--- config.mk ---
export PLATFORM = sky130hd
export DESIGN_NAME = nibble_demux
export DESIGN_NICKNAME = d
export VERILOG_FILES = /design/src/rtl/nibble_demux.sv
export SDC_FILE = /design/constraint.sdc
export NUM_CORES = 1
export LEC_CHECK = 0
export BUFFER_PORTS_ARGS = -buffer_cell sky130_fd_sc_hd__buf_2
export CAP_MARGIN = 15
export CORE_UTILIZATION = 45
export DETAILED_ROUTE_END_ITERATION = 8
export GPL_ROUTABILITY_DRIVEN = 0
export HOLD_SLACK_MARGIN = 0.06
export PLACE_DENSITY = 0.74
export SLEW_MARGIN = 5
export SYNTH_ARGS = -nofsm -noshare
export SYNTH_HDL_FRONTEND = slang
export SYNTH_SLANG_ARGS = --single-unit
--- constraint.sdc ---
create_clock -name clk -period 1.43 [get_ports clk]
set_input_delay 0 -clock clk [delete_from_list [all_inputs] [get_ports clk]]
set_output_delay 0 -clock clk [all_outputs]
set_load 0.1 [all_outputs]
--- src/rtl/nibble_demux.sv ---
// nibble_demux: steers input nibbles into four lane holding registers, each drained by its own valid/ready handshake.
// Define NIBBLE_DEMUX_AUTO_EN to build in the a->b->c->d auto-mode sequencer and its frame_done pulse.
module nibble_demux (
    input  logic       clk,
    input  logic       rst_n,
    input  logic [3:0] din,
    input  logic       s1,
    input  logic       s2,
    input  logic       in_valid,
    output logic       in_ready,
    input  logic       auto_mode,
    output logic [3:0] out_a,
    output logic [3:0] out_b,
    output logic [3:0] out_c,
    output logic [3:0] out_d,
    output logic [3:0] lane_valid,
    input  logic [3:0] lane_ready,
    output logic       frame_done
);
    // Lane bit index equals {s1,s2}: 3=a, 2=b, 1=c, 0=d; data nibble i lives at data_q[4*i+:4].
    logic [15:0] data_q, data_d;
    logic [3:0]  valid_q, valid_d, wr;
    logic [1:0]  sel;
    logic        accept;
`ifdef NIBBLE_DEMUX_AUTO_EN
    logic [1:0] ptr_q, ptr_d;
    logic       frame_q, frame_d;
    // Pointer A..D counts up while lanes a..d count down, so the lane bit is the inverted pointer.
    assign sel        = auto_mode ? ~ptr_q : {s1, s2};
    assign frame_done = frame_q;
    always_comb begin
        ptr_d   = !auto_mode ? 2'd0 : (accept ? ptr_q + 2'd1 : ptr_q);
        frame_d = auto_mode & accept & (ptr_q == 2'd3);
    end
    always_ff @(posedge clk or negedge rst_n) begin
        if (!rst_n) begin
            ptr_q   <= 2'd0;
            frame_q <= 1'b0;
        end else begin
            ptr_q   <= ptr_d;
            frame_q <= frame_d;
        end
    end
`else
    logic unused_auto_mode;
    assign unused_auto_mode = auto_mode;
    assign sel              = {s1, s2};
    assign frame_done       = 1'b0;
`endif
    assign in_ready   = ~valid_q[sel] | lane_ready[sel];
    assign accept     = in_valid & in_ready;
    assign lane_valid = valid_q;
    assign out_a      = data_q[15:12];
    assign out_b      = data_q[11:8];
    assign out_c      = data_q[7:4];
    assign out_d      = data_q[3:0];
    always_comb begin
        wr      = accept ? 4'b0001 << sel : 4'b0000;
        valid_d = (valid_q & ~lane_ready) | wr;
        data_d  = data_q;
        for (int i = 0; i < 4; i++)
            if (wr[i]) data_d[4*i+:4] = din;
    end
    always_ff @(posedge clk or negedge rst_n) begin
        if (!rst_n) begin
            data_q  <= 16'h0000;
            valid_q <= 4'b0000;
        end else begin
            data_q  <= data_d;
            valid_q <= valid_d;
        end
    end
endmodule

==> results of run 1 <==
[cell type report]
type,instances,area share
Tap cell,25,0.02473
Multi-Input combinational cell,34,0.2859
Clock buffer,4,0.02868
Timing Repair Buffer,47,0.2532
Sequential cell,20,0.4075
[what timing repair did]
action | CTS | global route
cloned | 0 | 0
endpoints found under the setup margin | 1 | 5
hold endpoints to repair | 40 | 0
setup buffers | 1 | 0
pin swaps | 0 | 0
resized for setup | 7 | 2
hold buffers | 13 | 0
[report_power, final]
group,switching (mW),internal [mW],total (mW)
Combinational,0.934,0.226,1.16
Clock,0.185,0.156,0.341
Sequential,0.0552,0.674,0.730
Total,1.17,1.06,2.23
[state kept, by name, summed over array words and instances (netlist names)]
register and flops:
lane_valid 4, data_q 16
[logic make-up (layout without fill, tap and decap cells)]
kind of cell,count (synthesis),in the layout,share of synthesized area
flip-flops,20,20,0.6144
buffers and inverters,2,51,0.01536
multiplexers,17,17,0.2488
other,1,1,0.004604
AO/OA/AOI/OAI,1,1,0.006139
AND/OR/NAND/NOR,15,15,0.1106
[critical path: cells and delay by family (launching register included)]
kind | cells | cell delay (ps)
simple gates | 1 | 60
buf+inv | 1 | 190
mux | 1 | 500
flops | 1 | 440
[synth_stat cells (all sizes together)]
cell    number
dfrtp       20
mux2        16
nand2        5
nand2b       4
buf          2
nor2b        2
and3         1
conb         1
mux4         1
nand3        1
nand3b       1
nor3b        1
o21ai        1
[routing by layer]
layer	wire length (microns)	track usage
met5	0	0
met4	48	0.1273
met3	81	0.04082
met2	928	0.3500
met1	739	0.2622
[cells in the final DEF, fill, tap and decap left out, types with 3 or more instances in the layout]
cell type and n:
mux2_2 11, dlygate4sd3_1 12, clkbuf_4 3, dfrtp_1 16, nand2_1 5, dfrtp_4 4, mux2_4 5, nand2b_4 4
buf_2 32
[stage by stage]
step / instance area, sq um / hold slack [ps] / TNS, ps / utilization
CTS: 1257 / 154.5 / -40.41 / 0.7363
finish: 1265 / 134.5 / -64.21 / 0.7407
global placement: 1046 / -39.33 / 0 / 0.6125
detailed placement: 1046 / -35.38 / 0 / 0.6125
global route: 1265 / 164.7 / -91.45 / 0.7407
floorplan: 868.3 / -295.6 / -118.6 / -
[path summary, 6_finish.rpt]
check                                        startpoint                       to  slack, ps  cells past startpoint
worst min-delay path                              rst_n  lane_valid[2]$_DFF_PN0_        130                      2
max in group asynchronous                         rst_n  lane_valid[0]$_DFF_PN0_        970                      2
worst max register to register  lane_valid[2]$_DFF_PN0_   data_q[11]$_DFFE_PN0P_         80                      3
worst min register to register    data_q[0]$_DFFE_PN0P_    data_q[0]$_DFFE_PN0P_        510                      1
worst max-delay path            lane_valid[3]$_DFF_PN0_                 in_ready        -60                      3
min in group clk                                     s2   data_q[10]$_DFFE_PN0P_        160                      3
==> impl_metrics.tcl, run 1 <==
set metrics [dict create \
    status "finished with violations" \
    violations "setup timing" \
    dieArea_sq_um 1984 \
    synth-seq-area-share 0.6144 \
    grt_pass1_wl_microns 2898 \
    seqCellArea_sq_um 515.5 \
    drc_errors 0 \
    finalHoldViolCount 0 \
    crit_slowest_cell "mux4_2" \
    syn_inst 56 \
    clkSlewWorstSetupHoldPaths_ps 120 \
    crit_arrival_ps 1490 \
    finalSetupViolations 1 \
    start_util 0.4769 \
    ys_ff_latch 20 \
    fill_cells 111 \
    power_mw 2.230 \
    syn_area_per_cell_sq_um 14.55 \
    timing.final.crit_share 1.045 \
    clock_sinks 20 \
    cts_root_buf "clkbuf_4" \
    htreeDepth 1 \
    grt-ovfl-total 0 \
    die_x_microns 44.55 \
    synth.distinct_cells 15 \
    grt.total_usage 0.2139 \
    syn_area_sq_um 814.5 \
    drt_iter0_markers 10 \
    clk_latency_ps 310 \
    synth_top_area_share 0.6144 \
    ys_warn_count 0 \
    antenna_found_initial 0 \
    start_kind "register" \
    wl_per_cell_microns 13.82 \
    period_needed_ps 1494 \
    dr.pass1.iters 4 \
    max_stage_delay_ps 500 \
    setup_ws_ps -64.21 \
    p_leak_nw 0.6149 \
    fmax_ghz 0.6692 \
    numCtsBuffers 3 \
    rsz0062_at_grt "true" \
    synth_area_leader_cell "dfrtp_1" \
    stdcell_count 130 \
    pre_cts_ws_ps 86.68 \
    antenna_left 0 \
    finClkSkew_ps 4.462 \
    drv_slew 0 \
    required_ps 1430 \
    peakVddDrop_uv 1361 \
    vias_per_cell 4.923 \
    hold_class "in -> async" \
    drive_above_1_share 0.6190 \
    synth.net_count 70 \
    nets 120 \
    cts.path.max_buffers 2 \
    cap_viol_max_count 0 \
    routed_wl_microns 1796 \
    grt_max_degree 21 \
    n_antenna_cell 0 \
    multi_input_area_sq_um 361.6 \
    coreArea_sq_um 1708 \
    grt_pass1_vias 616 \
    path_class "reg -> out" \
    rows 15 \
    die_y_microns 44.55 \
    power_density_nw_per_um2 1763 \
    cts_tree "yes" \
    place_inst 112 \
    syn2layout_area_growth_pct 55.30 \
    ios 36 \
    synthTopCellsByArea "dfrtp_1, mux2_2, nand2b_1" \
    crit_chain "nand2b_4 > mux4_2 > buf_12" \
    critPathMaxFanout 2 \
    io_buffer_count 33 \
    crit_path_end_kind "output port" \
    route.vias.total 640 \
]
Note: power is estimated with default switching activity, not from simulation.
==> run 2: changes to the inputs <==
--- a/config.mk
+++ b/config.mk
@@ -5,9 +5,10 @@
 export SDC_FILE = /design/constraint.sdc
 export NUM_CORES = 1
 export LEC_CHECK = 0
+export ABC_AREA = 1
 export BUFFER_PORTS_ARGS = -buffer_cell sky130_fd_sc_hd__buf_2
 export CAP_MARGIN = 15
-export CORE_UTILIZATION = 45
+export CORE_UTILIZATION = 47
 export DETAILED_ROUTE_END_ITERATION = 8
 export GPL_ROUTABILITY_DRIVEN = 0
 export HOLD_SLACK_MARGIN = 0.06
==> impl_metrics.tcl, run 2 <==
set metrics [dict create \
    status "completed" \
    synth_ff_type "dfrtp_1" \
    pre_cts_ws_ps 124.5 \
    rows 16 \
    routed_wl_microns 2392 \
    largest_register_ffs 16 \
    syn_area_per_cell_sq_um 8.702 \
    syn_inst 111 \
    wl_per_cell_microns 13.00 \
    ys_ff_latch 20 \
    crit_path_end_kind "register" \
    start_kind "register" \
    hold_depth 3 \
    period_needed_ps 1428 \
    drive_above_1_share 0.4395 \
    r2r_setup_slack_ps 2 \
    min_to "data_q[4]$_DFFE_PN0P_" \
    n_antenna_cell 0 \
    critPathMaxFanout 5 \
    path_class "reg -> reg" \
    worstReg2RegStart "lane_valid[1]$_DFF_PN0_" \
    synth-edff-count 0 \
    ys_warn_count 0 \
    antenna_found_initial 0 \
    syn_area_sq_um 965.9 \
    grt_max_degree 21 \
    reg2regPathDepth 10 \
    timing.final.crit_share 0.9988 \
    route.vias.total 962 \
    drv_slew 0 \
    rsz0062_at_grt "true" \
    setup_ws_ps 1.751 \
    synthTopCellsByArea "dfrtp_1, nand2_1, nand4_1" \
    final_common_cell "buf_2" \
    cap_viol_max_count 0 \
    finalSetupViolations 0 \
    synth.net_count 125 \
    setup_tns_ps 0 \
    synth_commonest_cells "nand2_1, dfrtp_1, nand4_1" \
    coreArea_sq_um 1942 \
    peakVddDrop_uv 1590 \
    cts_root_buf "clkbuf_4" \
    finClkSkew_ps 4.738 \
    start_util 0.4974 \
    drc_errors 0 \
    yosysMostFrequentCell "nand2_1" \
    synth_area_leader_cell "dfrtp_1" \
    dpl.hpwl_microns 1554 \
    top_register "data_q" \
    final_cell_mix "buf_2, nand2_1, nand4_1, dfrtp_1, nand2_2" \
    hold_class "in -> reg" \
    async_reset_ff_frac 1.000 \
    r2r_end "data_q[10]$_DFFE_PN0P_" \
    drt_iter0_markers 28 \
    io_buffer_count 33 \
    fill_cells 150 \
    finalHoldViolCount 0 \
    syn2layout_area_growth_pct 45.60 \
    synth-seq-area-share 0.5181 \
    clock_sinks 20 \
    stdcell_count 184 \
    required_ps 1630 \
    die_y_microns 47.34 \
    antenna_left 0 \
    power_density_nw_per_um2 1561 \
    grt-ovfl-total 0 \
    utilization 0.7242 \
    cts.path.max_buffers 2 \
    nets 173 \
    fmax_ghz 0.7002 \
    dr.pass1.iters 4 \
    ios 36 \
    numCtsBuffers 3 \
    grt_pass1_vias 735 \
    place_inst 168 \
    die_x_microns 47.34 \
    synth_top_area_share 0.5181 \
    hold_start "in_valid" \
    grt_pass1_wl_microns 3215 \
    clkSlewWorstSetupHoldPaths_ps 100 \
    synth.distinct_cells 17 \
    vias_per_cell 5.228 \
    htreeDepth 1 \
    dieArea_sq_um 2241 \
    grt.total_usage 0.2099 \
    cts_tree "yes" \
    crit_arrival_ps 1630 \
    clk_latency_ps 300 \
    p_leak_nw 0.7411 \
]
==> run 2: changes by cell type in the layout (fill, tap and decap cells not counted), sizes merged, moves of 2 or more <==
cell,delta
buf,+5
dlygate4sd3,-3
inv,+7
mux2,-16
nand2,+41
nand2b,-4
nand3,+6
nand4,+16
nor2,+4
nor2b,-2
o21ai,+3
==> run 2: through the flow <==
stage          total power [mW]  cell area (sq um)  hold slack, ps
2_1_floorplan             1.670              988.4          -295.6
3_3_place_gp              1.850               1187          -33.90
3_5_place_dp              1.861               1187          -34.56
4_1_cts                   2.153               1336           81.50
5_1_grt                   2.285               1406           97.93
6_report                  2.195               1406           84.27
==> run 2: power breakdown <==
group          switching [mW]  leakage, nW  total, mW  internal (mW)
Clock                   0.157       0.0138      0.255         0.0982
Combinational           0.988        0.481       1.20          0.214
Sequential             0.0661        0.246      0.738          0.672
==> run 2: timing repair <==
action	4_1_cts	5_1_grt
buffers inserted	2	1
resized for setup	2	15
pin swaps	1	6
hold buffers	9	0
setup endpoints to repair	1	13
hold endpoints to repair	40	0
gates cloned	0	1
==> run 2: worst max path at each step <==
stage,start,slack (ps),to,depth (start not counted)
finish,lane_valid[1]$_DFF_PN0_,2,data_q[10]$_DFFE_PN0P_,10
CTS,lane_valid[2]$_DFF_PN0_,30,in_ready,7
detailed placement,lane_valid[1]$_DFF_PN0_,120,data_q[9]$_DFFE_PN0P_,9
floorplan,lane_valid[3]$_DFF_PN0_,0.9,data_q[4]$_DFFE_PN0P_,9
global route,lane_valid[1]$_DFF_PN0_,-70,data_q[10]$_DFFE_PN0P_,10
global placement,lane_valid[3]$_DFF_PN0_,140,data_q[11]$_DFFE_PN0P_,9
==> run 2: area by class of cell <==
type	count	area, sq um	area share
inverter	7	26.28	0.01868
sequential	20	515.5	0.3665
clock buffer	3	22.52	0.01601
multi-input combinational	78	439.2	0.3123
tap	27	33.78	0.02402
timing repair buffer	49	369.1	0.2625
==> run 2: critical path, stage by stage, from the launching register on <==
cell and delay, ps:
dfrtp_4 500, nand2_2 60, nand2_1 50, nand2_1 70, nand2_2 70, nand2_4 80, buf_12 110, buf_12 110
nand3_4 110, nand2_2 120, nand2_2 50
==> run 2: per-layer routing <==
layer / vias to the layer above / global-route usage / share of wire
li1: 459 / - / -
met5: - / 0 / 0
met4: 0 / 0.08571 / 0.0059
met1: 455 / 0.2857 / 0.45
met2: 46 / 0.3397 / 0.48
met3: 2 / 0.02308 / 0.064
==> run 2: kinds of logic (layout without fill, tap and decap cells) <==
group           after synthesis  in the layout  synth area share
buf+inv                      13             59           0.07123
simple gates                 73             73            0.3860
other cells                   1              1          0.003882
flops                        20             20            0.5181
compound gates                4              4           0.02073
==> run 3: changes to the inputs <==
--- a/config.mk
+++ b/config.mk
@@ -5,10 +5,10 @@
 export SDC_FILE = /design/constraint.sdc
 export NUM_CORES = 1
 export LEC_CHECK = 0
-export ABC_AREA = 1
 export BUFFER_PORTS_ARGS = -buffer_cell sky130_fd_sc_hd__buf_2
 export CAP_MARGIN = 15
-export CORE_UTILIZATION = 47
+export CORE_MARGIN = 5
+export CORE_UTILIZATION = 45
 export DETAILED_ROUTE_END_ITERATION = 8
 export GPL_ROUTABILITY_DRIVEN = 0
 export HOLD_SLACK_MARGIN = 0.06
==> impl_metrics.tcl, run 3 (synthesis gave the netlist of run 1 again) <==
set metrics [dict create \
    top_register "data_q" \
    clk_latency_ps 290 \
    grt_pass1_wl_microns 3063 \
    start_kind "register" \
    status "finished with violations" \
    crit_chain "nand2b_4 > mux4_2 > buf_12" \
    violations "setup timing" \
    cts_tree "yes" \
    die_y_microns 52.55 \
    path_class "reg -> out" \
    design_area_sq_um 1277 \
    cts.path.max_buffers 2 \
    period_needed_ps 1480 \
    htreeDepth 1 \
    power_mw 2.210 \
    crit_slowest_cell "mux4_2" \
    drc_errors 0 \
    grt-ovfl-total 0 \
    nets 122 \
    p_leak_nw 0.6216 \
    vias_per_cell 4.598 \
    dpl.hpwl_microns 1263 \
    final_cell_mix "buf_2, dfrtp_1, dlygate4sd3_1" \
    dieArea_sq_um 2761 \
    wl_per_cell_microns 14.39 \
    route.vias.total 607 \
    grt_max_degree 21 \
    grt.total_usage 0.1584 \
    max_stage_delay_ps 500 \
    largest_register_ffs 16 \
    power_density_nw_per_um2 1730 \
    grt_pass1_vias 619 \
    antenna_found_initial 0 \
    crit_arrival_ps 1480 \
    worstPathBufferInverterCount 1 \
    routed-wl-met3_microns 142 \
    required_ps 1430 \
    finalHoldViolCount 0 \
    setup_ws_ps -49.81 \
    antenna_left 0 \
    io_buffer_count 33 \
    start_util 0.4717 \
    routed_wl_microns 1899 \
    place_area_sq_um 1046 \
    crit_family "multiplexers" \
    drv_slew 0 \
    finalSetupViolations 1 \
    wl_met1_microns 848 \
    syn2layout_area_growth_pct 56.84 \
    hold_class "in -> async" \
    cap_viol_max_count 0 \
    peakVddDrop_uv 1105 \
    fill_cells 126 \
    coreArea_sq_um 1727 \
    n_antenna_cell 0 \
    die_x_microns 52.55 \
    finClkSkew_ps 1.183 \
    fmax_ghz 0.6758 \
    drt_iter0_markers 1 \
    critPathMaxFanout 2 \
    final_common_cell "buf_2" \
    ios 36 \
    clkSlewWorstSetupHoldPaths_ps 110 \
    rows 15 \
    crit_path_end_kind "output port" \
    drive_above_1_share 0.6262 \
    rsz0062_at_grt "true" \
    timing.final.crit_share 1.035 \
    clock_sinks 20 \
    numCtsBuffers 3 \
    topRoutingLayerUsed "met4" \
    dr.pass1.iters 4 \
    cts_root_buf "clkbuf_4" \
    wl_met2_microns 895 \
]
-- run 3: cell count changes in the layout (fill, tap and decap cells not counted), sizes merged, moves of 2 or more --
cell and change:
nand4 -16, nand2b +4, dlygate4sd3 +4, nand2 -41
buf -3, inv -7, nand3 -6, nor2b +2
mux2 +16, o21ai -3, nor2 -4
-- run 3: path summary, 6_finish.rpt --
check                                        start                       to  slack [ps]  cells past startpoint
max                        lane_valid[3]$_DFF_PN0_                 in_ready         -50                      3
min                                          rst_n  lane_valid[0]$_DFF_PN0_         170                      2
max reg2reg                lane_valid[3]$_DFF_PN0_  lane_valid[3]$_DFF_PN0_          60                      4
min reg2reg                 data_q[14]$_DFFE_PN0P_   data_q[14]$_DFFE_PN0P_         510                      1
max in group asynchronous                    rst_n  lane_valid[1]$_DFF_PN0_         920                      2
min in group clk                                s2  lane_valid[0]$_DFF_PN0_         240                      3
-- run 3: power breakdown --
part           switching [mW]  internal (mW)
Clock                   0.166          0.155
Combinational           0.932          0.228
Sequential             0.0542          0.675
-- run 3: metal layers --
layer  up-vias  global-route usage
li1        295                   -
met1       286              0.2135
met2        24              0.2376
met3         2             0.04558
met4         0             0.06383
met5         -                   0
-- run 3: final cells by class --
cell class,instances,area (sq um),share of cell area
multi-input cells,34,361.6,0.2831
repair buffers,49,332.8,0.2605
flip-flops and latches,20,515.5,0.4035
well taps,25,31.28,0.02449
clock buffers,4,36.28,0.02840
-- run 3: timing repair --
item                                    4_1_cts  5_1_grt
hold buffers                                 13        0
pin swaps                                     0        0
resized for setup                             7        1
setup buffers                                 1        2
endpoints found under the hold margin        40        0
endpoints found under the setup margin        1        7
-- run 3: metrics by stage --
stage | hold slack, ps | cells | TNS [ps] | worst slack, ps | util
after global placement | -34.69 | 112 | 0 | 66.44 | 0.6058
final | 171.5 | 132 | -49.81 | -49.81 | 0.7399
after CTS | 167.5 | 130 | -50.28 | -50.28 | 0.7283
after global routing | 183.2 | 132 | -116.6 | -116.6 | 0.7399
after floorplan | -295.6 | 56 | -118.6 | -34.30 | -
after detailed placement | -33.64 | 112 | 0 | 59.62 | 0.6058
